<file path="src/rtl/param_loader.sv">
// param_loader: streaming loader that fills the parameters memory.
//
// A single-cycle start command latches base address, word count and
// fixed-point format. The loader then accepts a valid/ready stream of
// parameter words and issues one registered write per accepted word
// (1-cycle write latency, full-rate, address wraps modulo 2^ADDR_W).
//
// Optional feature macro: PARAM_LOADER_CHECKSUM_EN
//   Adds expected_sum input, checksum output (sum of accepted words
//   modulo 2^DATA_W) and checksum_err pulse aligned with done.
//
// Ports:
//   clk, rst_n          clock, asynchronous active-low reset
//   start               single-cycle load command
//   base_addr           first write address (latched on accepted start)
//   word_count          number of words (latched on accepted start)
//   format_in           format applied to every write (latched)
//   in_valid/in_data    stream word input
//   in_ready            loader accepts a word this cycle
//   mem_write_en        params memory write enable
//   mem_chip_en         params memory chip enable (whole load)
//   mem_write_addr/data/format  registered write payload
//   busy                load in progress
//   done                one-cycle completion pulse
//   start_err           one-cycle pulse when start is ignored while busy
module param_loader #(
    parameter int DATA_W = 22,
    parameter int ADDR_W = 15,
    parameter int FMT_W  = 2
) (
    input  logic              clk,
    input  logic              rst_n,
    input  logic              start,
    input  logic [ADDR_W-1:0] base_addr,
    input  logic [ADDR_W:0]   word_count,
    input  logic [FMT_W-1:0]  format_in,
    input  logic              in_valid,
    input  logic [DATA_W-1:0] in_data,
`ifdef PARAM_LOADER_CHECKSUM_EN
    input  logic [DATA_W-1:0] expected_sum,
    output logic [DATA_W-1:0] checksum,
    output logic              checksum_err,
`endif
    output logic              in_ready,
    output logic              mem_write_en,
    output logic              mem_chip_en,
    output logic [ADDR_W-1:0] mem_write_addr,
    output logic [DATA_W-1:0] mem_write_data,
    output logic [FMT_W-1:0]  mem_write_format,
    output logic              busy,
    output logic              done,
    output logic              start_err
);

    localparam logic [1:0] S_IDLE = 2'd0;
    localparam logic [1:0] S_LOAD = 2'd1;
    localparam logic [1:0] S_LAST = 2'd2;

    logic [1:0]        state;
    logic [ADDR_W-1:0] addr_q;
    logic [ADDR_W:0]   count_q;
    logic [ADDR_W:0]   total_q;
    logic [FMT_W-1:0]  fmt_q;
    logic [ADDR_W:0]   count_next;
    logic              handshake;

    assign in_ready    = (state == S_LOAD);
    assign busy        = (state != S_IDLE);
    assign mem_chip_en = busy;
    assign handshake   = in_valid && in_ready;
    assign count_next  = count_q + {{ADDR_W{1'b0}}, 1'b1};

`ifdef PARAM_LOADER_CHECKSUM_EN
    logic [DATA_W-1:0] exp_q;
    logic [DATA_W-1:0] sum_next;
    assign sum_next = checksum + in_data;
`endif

    always_ff @(posedge clk or negedge rst_n) begin
        if (!rst_n) begin
            state            <= S_IDLE;
            addr_q           <= '0;
            count_q          <= '0;
            total_q          <= '0;
            fmt_q            <= '0;
            mem_write_en     <= 1'b0;
            mem_write_addr   <= '0;
            mem_write_data   <= '0;
            mem_write_format <= '0;
            done             <= 1'b0;
            start_err        <= 1'b0;
`ifdef PARAM_LOADER_CHECKSUM_EN
            exp_q            <= '0;
            checksum         <= '0;
            checksum_err     <= 1'b0;
`endif
        end else begin
            mem_write_en <= 1'b0;
            done         <= 1'b0;
            start_err    <= 1'b0;
`ifdef PARAM_LOADER_CHECKSUM_EN
            checksum_err <= 1'b0;
`endif
            case (state)
                S_IDLE: begin
                    if (start) begin
`ifdef PARAM_LOADER_CHECKSUM_EN
                        exp_q    <= expected_sum;
                        checksum <= '0;
`endif
                        if (word_count != '0) begin
                            addr_q  <= base_addr;
                            total_q <= word_count;
                            fmt_q   <= format_in;
                            count_q <= '0;
                            state   <= S_LOAD;
                        end else begin
                            // Empty load completes immediately; the empty
                            // sum is still checked against the expectation.
                            done <= 1'b1;
`ifdef PARAM_LOADER_CHECKSUM_EN
                            checksum_err <= (expected_sum != '0);
`endif
                        end
                    end
                end
                S_LOAD: begin
                    if (start) begin
                        start_err <= 1'b1;
                    end
                    if (handshake) begin
                        mem_write_en     <= 1'b1;
                        mem_write_addr   <= addr_q;
                        mem_write_data   <= in_data;
                        mem_write_format <= fmt_q;
                        addr_q           <= addr_q + {{(ADDR_W-1){1'b0}}, 1'b1};
                        count_q          <= count_next;
`ifdef PARAM_LOADER_CHECKSUM_EN
                        checksum         <= sum_next;
`endif
                        // done is registered here so it lands in LAST,
                        // together with the final write.
                        if (count_next == total_q) begin
                            state <= S_LAST;
                            done  <= 1'b1;
`ifdef PARAM_LOADER_CHECKSUM_EN
                            checksum_err <= (sum_next != exp_q);
`endif
                        end
                    end
                end
                S_LAST: begin
                    if (start) begin
                        start_err <= 1'b1;
                    end
                    state <= S_IDLE;
                end
                default: state <= S_IDLE;
            endcase
        end
    end

endmodule

</file>
<file path="config.mk">
export PLATFORM = sky130hd
export DESIGN_NAME = param_loader
export DESIGN_NICKNAME = d
export VERILOG_FILES = /design/src/rtl/param_loader.sv
export SDC_FILE = /design/constraint.sdc
export NUM_CORES = 1
export LEC_CHECK = 0
export BUFFER_PORTS_ARGS = -buffer_cell sky130_fd_sc_hd__buf_2
export CORE_ASPECT_RATIO = 0.7
export CORE_MARGIN = 5
export CORE_UTILIZATION = 49
export CTS_CLUSTER_DIAMETER = 150
export DETAILED_ROUTE_END_ITERATION = 8
export GPL_ROUTABILITY_DRIVEN = 0
export PLACE_DENSITY = 0.78
export SLEW_MARGIN = 10
export SYNTH_ARGS = -nofsm -noshare
export SYNTH_HDL_FRONTEND = slang
export SYNTH_SLANG_ARGS = --single-unit
</file>
<file path="constraint.sdc">
create_clock -name clk -period 2.3 [get_ports clk]
set_input_delay 0.23 -clock clk [delete_from_list [all_inputs] [get_ports clk]]
set_output_delay 0.23 -clock clk [all_outputs]
set_load 0.03 [all_outputs]
</file>
==> metrics.md, run 1 <==
| Metric | Value |
|---|---|
| Status | completed |
| Static leakage power | 2.604 nW |
| Site row count | 29 |
| Worst voltage drop across the vdd grid | 0.0008654 V |
| Source of the worst register-to-register timing path | state[0] |
| Post-Place Cell Area | 5439 um^2 |
| Final instance area | 5779 um^2 |
| Skew final | 9.098 ps |
| Power density over cell area | 1380 nW/um^2 |
| Post-detailed-placement half-perimeter wirelength | 8610 um |
| Cell seen most often among critical-path stages | nand2_1 |
| Global routing usage on met3 | 6.272% |
| Cell chain of the critical path | ha_2 > nand2_1 > o21ai_1 > a21boi_2 > buf_4 > nand2_1 > mux2i_1 > a21oi_1 |
| Combinational family with the most area after synthesis | multiplexers |
| Synthesized netlist net count | 482 |
| All-layer global routing usage | 20.75% |
| Post-CTS Setup Inserts | 0 |
| Number of endpoints with negative hold slack in the final report | 0 |
| Category of the worst setup path capture point | register |
| Maximum level of the CTS H-tree | 3 |
| Type of origin of the critical path | register |
| Die area | 11600 um^2 |
| Synthesized-area fraction occupied by and/or/nand/nor cells | 12.85% |
| Sequential element share of the synthesized area | 49.89% |
| Top-level I/O count | 104 |
| Overflow left after global routing | 0 |
| Highest-count cells in the layout ignoring fill and taps | buf_2 (102), dfrtp_1 (92), mux2_2 (38), nand2_1 (36), o21ai_1 (27) |
| CP Capture Point | addr_q[2] |
| Setup-violating endpoint count in the final report | 0 |
| Post-layout min period | 2154 ps |
| Worst-path cell with the longest stage delay | dfrtp_1 |
| Routed wire per std cell | 17.53 um |
| Effective utilization at floorplan | 50.81% |
| Root cell of the clock tree | clkbuf_16 |
| Clock buffer count from CTS | 9 |
| Met1 layer usage reported by global route | 28.79% |
| P_sw | 0.003242 W |
| Clock net sink count | 93 |
| Setup slack of the most critical reg-to-reg path | 150 ps |
| CTS Buffer Depth | 2 |
| Synthesized instance count | 419 |
| Share of total power in combinational logic | 44.3% |
| Critical path class | register to register |
| GRT met2 Usage | 31.34% |
| Final #Nets | 598 |
| Internal power | 0.004731 W |
| Compound-Gate Fraction of Synth Area | 13.68% |
| Filler cell count | 745 |
| Antenna diode instance count | 0 |
| Worst setup startpoint | state[0] |
| Pin count of the biggest net entering global routing | 57 |
| Average instance area after synthesis | 11.13 um^2 |
| Proportion of layout cells with a drive suffix above 1 | 38.33% |
| Total number of vias | 3809 |
| Period utilization | 93.64% |
| Vert. Die Dim | 91.63 um |
| Worst Tran Pin Value | 706.7 ps |
| Residual DRC count | 0 |
| R2R Path End | addr_q[2] |
| Synthesized flop and latch total | 93 |
| Horizontal die dimension | 126.6 um |
| Leading register cell type out of synthesis | dfrtp_1 |
| Clock latency at the later pin of the worst-skew pair | 340 ps |
| Combined area of all synthesized cells | 4664 um^2 |
| Switching fraction of total power | 40.66% |
| Library cell with the largest summed area after synthesis | dfrtp_1 |
| Proportion of synthesized area in mux cells | 15.83% |
| Synthesis warning total | 0 |
| Post-CTS clock slew at the launch and capture registers of the worst setup and hold paths | 60 ps |
| Worst endpoint required time | 2500 ps |
| Number of synthesized flops with an enable pin | 0 |
| RSZ-0062 raised after global routing | false |
| Overall routed net length | 11640 um |
| Via count of the first global-routing pass | 3845 |
| Number of vias per cell after detailed routing | 5.736 |
| Commonest non-fill, non-tap cell in the layout | buf_2 |
| Share of synthesized cell area in full adder, half adder and majority cells | 1.073% |
| Most crowded layer after global routing | met2 |
| Data arrival time of the critical path | 2360 ps |
| Number of optimization iterations in the first detailed-route pass | 5 |
| Final antenna-violating net count | 0 |
| MaxCap Viol Count | 0 |
| Depth of the worst register-to-register path | 8 |
| Biggest fanout along the worst timing path | 16 |
| Number of antenna violations at the first check in global routing | 0 |
| Highest achievable clock rate | 464.3 MHz |
| Power share of the clock group | 19.3% |
| Power share of the sequential group | 36.3% |
| Largest stage delay on the critical path | 470 ps |
| Number of slew-limit violations in the final report | 0 |
| Post-layout power | 0.007974 W |
| Largest cells by area after synthesis | dfrtp_1 (50%), mux2_2 (9.2%), mux2_4 (3.2%), nand2_1 (2.9%), o21ai_1 (2.9%) |
| Area growth syn-to-layout | 23.90% |
| CORE AREA | 9180 um^2 |
| Async set-or-reset flop fraction in the synthesized netlist | 100.0% |
| Hold Crit Class | input port to register |
| Setup_tns | 0 ps |
| Max-slew headroom | 52.89% |
| CTS tree | done |
| Wire length of the first global-routing pass | 19440 um |
| Top cell type's share of synthesized area | 49.89% |
| Input/output buffers | 103 |
| Parity-gate share of the synthesized area counting xor and xnor cells | 3.568% |
| Initial drt markers | 164 |
| Synth unique cells | 60 |
==> layout make-up <==
| cell class | instances | area, um^2 | share of cell area [%] |
|---|---|---|---|
| sequential | 93 | 2328 | 40.29 |
| multi-input combinational | 295 | 2216 | 38.34 |
| timing repair buffer | 130 | 748.2 | 12.95 |
| clock buffer | 12 | 236.5 | 4.092 |
| tap | 124 | 155.1 | 2.685 |
| clock inverter | 4 | 72.57 | 1.256 |
| inverter | 6 | 22.52 | 0.3897 |
==> repair_timing <==
action | 4_1_cts | 5_1_grt
gates resized for setup | 0 | 6
hold endpoints to repair | 55 | 0
endpoints found under the setup margin | 0 | 29
hold buffers | 1 | 0
==> synthesized netlist by cell type, types with 3 or more instances <==
cell,instances
o211ai_1,4
nor2b_1,3
o22ai_1,12
mux2i_1,7
a21oi_1,15
clkbuf_1,12
nor3_1,4
xor2_1,6
ha_1,4
nand2b_1,3
nor2_1,10
o21ai_0,5
mux2_1,8
o21ai_1,27
and3_1,11
mux2_2,38
or4_1,3
inv_1,5
xnor2_1,13
nand4_1,5
a31oi_1,6
or4_4,3
a31o_1,3
dfrtp_1,93
nor4_1,3
o31ai_1,8
buf_2,8
mux2_4,10
nand3_1,16
nand2_1,36
==> flip-flops by register name (all words and copies together) (netlist names) <==
register / flops
done: 1
start_err: 1
fmt_q: 2
mem_write_format: 2
addr_q: 15
count_q: 16
state: 2
mem_write_en: 1
mem_write_data: 22
total_q: 16
mem_write_addr: 15
==> metrics by stage <==
stage / hold WS [ps] / worst slack (ps) / std cells / utilization, %
floorplan: -65.59 / 98.15 / 419 / -
detailed placement: 331.8 / 30.82 / 647 / 59.25
global placement: 331.6 / 89.18 / 647 / 59.25
finish: 111.1 / 146.2 / 664 / 62.95
global route: 116.3 / 26.26 / 664 / 62.95
CTS: 101.5 / 113.2 / 664 / 62.72
==> worst max-delay path, delay by kind of cell (launching register included) <==
family	cells	cell delay, ps
fa+ha+maj	1	350
simple gates	2	200
flops	1	470
buf+inv	1	280
mux	1	210
compound gates	3	510
==> cells by family after synthesis <==
| logic type | count (synthesis) |
|---|---|
| buffers and inverters | 31 |
| DFF | 93 |
| AOI/OAI and AO/OA | 99 |
| muxes | 63 |
| xor gates and xnor gates | 19 |
| adders and majority gates | 4 |
| and+or+nand+nor | 110 |
==> layer usage <==
layer,wire [um],part of all wire (%)
met1,5124,44
met3,1070,9.2
met2,5255,45
met4,187,1.6
met5,0,0
==> power groups by stage <==
stage	Combinational, W	Clock [W]	Sequential [W]
2_1_floorplan	0.00184	0	0.00348
3_3_place_gp	0.00339	0	0.00286
3_5_place_dp	0.00350	0	0.00291
4_1_cts	0.00353	0.00158	0.00288
5_1_grt	0.00381	0.00167	0.00299
6_report	0.00354	0.00154	0.00289
==> worst min path at each step <==
stage                    endpoint         start  slack, ps  depth (start not counted)
2_1_floorplan           addr_q[0]         rst_n        -70                          0
3_3_place_gp            addr_q[4]         rst_n        330                          1
3_5_place_dp            addr_q[4]         rst_n        330                          1
4_1_cts                  fmt_q[0]  format_in[0]        100                          2
5_1_grt        mem_write_data[16]   in_data[16]        120                          2
6_report                 fmt_q[0]  format_in[0]        110                          2
Power figures use the tool's default switching activity.
==> run 2, diff against run 1 <==
CORE_UTILIZATION = 59   (was 49)
PLACE_DENSITY = 0.88   (was 0.78)
clock period = 2.7 ns   (was 2.3 ns; I/O delays follow)
==> run 2 against run 1 <==
Compared with the run above:
- worst hold slack gained 37 ps
- maximum frequency shrank 17%
- non-clock buffer count shrank 13
- largest cell class unchanged
- first-iteration DRC count grew 130%
- highest routed layer unchanged
- combinational power shrank 16%
- cell count shrank 5.6%
- total power shrank 17%
- global-route usage grew 2.3 points
- sequential cell count is the same
==> metrics.md, run 2 (synthesis results as in run 1) <==
| Metric | Value |
|---|---|
| Reg with most FFs | mem_write_data |
| Post-CTS clock slew at the launch and capture registers of the worst setup and hold paths | 70 ps (about the same) |
| Topmost layer with routed signal wires | met4 |
| CTS Buffer Depth | 2 (unchanged) |
| Skew final | 7.559 ps (-1.540 ps) |
| Root cell of the clock tree | clkbuf_16 |
| Input/output buffers | 103 (unchanged) |
| Die area | 9812 um^2 (-15%) |
| Biggest registers after layout | mem_write_data x22, count_q x16, total_q x16 |
| Clock net sink count | 93 (unchanged) |
| Overall routed net length | 11210 um (-3.7%) |
| Biggest fanout along the worst timing path | 20 (+4) |
| Setup slack of the most critical reg-to-reg path | 100 ps (-40 ps) |
| Overflow left after global routing | 0 (unchanged) |
| Number of antenna violations at the first check in global routing | 0 (unchanged) |
| Source of the worst register-to-register timing path | state[0] |
| Area growth syn-to-layout | 20.14% |
| Filler cell count | 532 (-29%) |
| Horizontal die dimension | 116.3 um (-8.2%) |
| Switching fraction of total power | 41.52% (+0.86 points) |
| Max-slew headroom | 55.78% (+2.9 points) |
| CORE AREA | 7770 um^2 (-15%) |
| Kind of cell adding the most delay to the critical path | compound AO/OA/AOI/OAI gates |
| Period utilization | 96.24% (+2.6 points) |
| Buffers and inverters on the worst path | 3 (+2) |
| Setup-violating endpoint count in the final report | 0 (unchanged) |
| Wire length on met3 | 1196 um (+12%) |
| Min-delay src | format_in[1] |
| Top-level I/O count | 104 (unchanged) |
| Pin count of the biggest net entering global routing | 94 (+65%) |
| Number of slew-limit violations in the final report | 0 (unchanged) |
| Final antenna-violating net count | 0 (unchanged) |
| Via count of the first global-routing pass | 3610 (-6.1%) |
| Internal power | 0.003868 W (-18%) |
| Largest stage delay on the critical path | 500 ps (+30 ps) |
| Wire length of the first global-routing pass | 17710 um (-8.9%) |
| Site row count | 27 (-6.9%) |
| Worst-path cell with the longest stage delay | a21boi_2 |
| Min setup slack post-route | 101.5 ps (-44.79 ps) |
| Final Instance Count excl. Fillers | 627 (-5.6%) |
| Type of origin of the critical path | register |
| Setup_tns | 0 ps (unchanged) |
| R2R Path End | addr_q[14] |
| Worst setup startpoint | state[0] |
| Power share of the sequential group | 37.2% (+0.9 points) |
| Cell seen most often among critical-path stages | inv_1 |
| Post-layout min period | 2599 ps (+444.8 ps) |
| Worst voltage drop across the vdd grid | 0.0007426 V (-14%) |
| Antenna diode instance count | 0 (unchanged) |
| DR WL met2 | 4980 um (-5.2%) |
| Depth of the worst register-to-register path | 9 (+1) |
| Total number of vias | 3866 (+1.5%) |
| Final #Nets | 585 (-2.2%) |
| Cell depth of the worst setup path | 9 (+1) |
| Post-CTS Setup Inserts | 0 (unchanged) |
| Cell chain of the critical path | inv_1 > ha_1 > inv_1 > o21ai_1 > a21boi_2 > buf_4 > nand2_1 > mux2i_1 > a21oi_1 |
| Clock latency at the later pin of the worst-skew pair | 340 ps (about the same) |
| Critical path class | register to register |
| Highest achievable clock rate | 384.8 MHz (-17%) |
| Number of endpoints with negative hold slack in the final report | 0 (unchanged) |
| Number of flip-flops under the largest register name | 22 (unchanged) |
| Power density over cell area | 1180 nW/um^2 (-14%) |
| Placed Instances | 611 (-5.6%) |
| Number of vias per cell after detailed routing | 6.166 (+7.5%) |
| Power share of the clock group | 18.1% (-1.2 points) |
| Wire length on met1 | 4812 um (-6.1%) |
| Residual DRC count | 0 (unchanged) |
| Status | completed |
| Maximum level of the CTS H-tree | 3 (unchanged) |
| Worst setup timing slack at the placement stage | 265.2 ps (+234.3 ps) |
| CTS tree | done |
| Routed wire per std cell | 17.88 um (+2.0%) |
| Final standard cell utilization of the core | 72.13% (+9.2 points) |
| Clock buffer count from CTS | 9 (unchanged) |
| WHS Path Cells | 2 (unchanged) |
| Highest-count cells in the layout ignoring fill and taps | buf_2 (102), dfrtp_1 (93), mux2_2 (38), nand2_1 (36), o21ai_1 (27) |
| Hold Crit Class | input port to register |
| Effective utilization at floorplan | 60.03% (+9.2 points) |
| RSZ-0062 raised after global routing | false |
| Vert. Die Dim | 84.39 um (-7.9%) |
| Static leakage power | 2.535 nW (-2.7%) |
| Category of the worst setup path capture point | register |
| P_sw | 0.002747 W (-15%) |
| MaxCap Viol Count | 0 (unchanged) |
| Commonest non-fill, non-tap cell in the layout | buf_2 |
| Post-detailed-placement half-perimeter wirelength | 7980 um (-7.3%) |
| Number of optimization iterations in the first detailed-route pass | 6 (+1) |
| Share of total power in combinational logic | 44.7% (+0.4 points) |
| All-layer global routing usage | 23.04% (+2.3 points) |
| Worst Tran Pin Value | 661.8 ps (-44.88 ps) |
| Data arrival time of the critical path | 2820 ps (+460 ps) |
| Proportion of layout cells with a drive suffix above 1 | 36.12% (-2.2 points) |
| Worst endpoint required time | 2920 ps (+420 ps) |
| Smallest hold slack | 148.1 ps (+37.00 ps) |
| CP Capture Point | addr_q[14] |
| Initial drt markers | 377 (+130%) |
run 2: final cells by class:
| type | count | area [um^2] | share of cell area [%] |
|---|---|---|---|
| clock buffer | 11 | 252.7 | 4.510 |
| clock inverter | 4 | 32.53 | 0.5805 |
| inverter | 6 | 22.52 | 0.4019 |
| multi-input combinational | 295 | 2205 | 39.34 |
| sequential | 93 | 2327 | 41.53 |
| tap | 101 | 126.4 | 2.255 |
| timing repair buffer | 117 | 638.1 | 11.39 |
run 2: worst min-delay path by stage:
stage | end | slack (ps)
after detailed placement | addr_q[1] | 350
after CTS | fmt_q[1] | 150
after global placement | mem_write_addr[4] | 350
after floorplan | addr_q[0] | -30
after global routing | fmt_q[1] | 150
final | fmt_q[1] | 150
run 2: power by group through the flow:
| stage | registers [W] | clock network [W] | logic [W] |
|---|---|---|---|
| CTS | 0.00245 | 0.00122 | 0.00297 |
| detailed placement | 0.00247 | 0 | 0.00295 |
| global placement | 0.00242 | 0 | 0.00286 |
| global route | 0.00253 | 0.00128 | 0.00318 |
| finish | 0.00246 | 0.00120 | 0.00296 |
| floorplan | 0.00297 | 0 | 0.00157 |
run 2: through the flow:
step | cell area (um^2) | power [W]
5_1_grt | 5604 | 0.006999
6_report | 5604 | 0.006615
3_3_place_gp | 5300 | 0.005280
4_1_cts | 5595 | 0.006633
3_5_place_dp | 5300 | 0.005413
2_1_floorplan | 4664 | 0.004536
run 2: worst register-to-register path, stage by stage (launching register included):
cell and delay, ps:
dfrtp_1 470, inv_1 100, ha_1 250, inv_1 200, o21ai_1 280, a21boi_2 510, buf_4 340, nand2_1 90
mux2i_1 150, a21oi_1 90
run 2: what timing repair did:
action	CTS	global route
endpoints found under the setup margin	0	1
hold endpoints to repair	56	0
gates resized for setup	0	1
hold buffers	1	0
run 2: per-layer routing:
layer  vias up  global-route usage, %
met2       236                  34.79
met4         0                  7.376
li1       1768                      -
met3        33                  6.340
met1      1829                  32.44
met5         -                      0
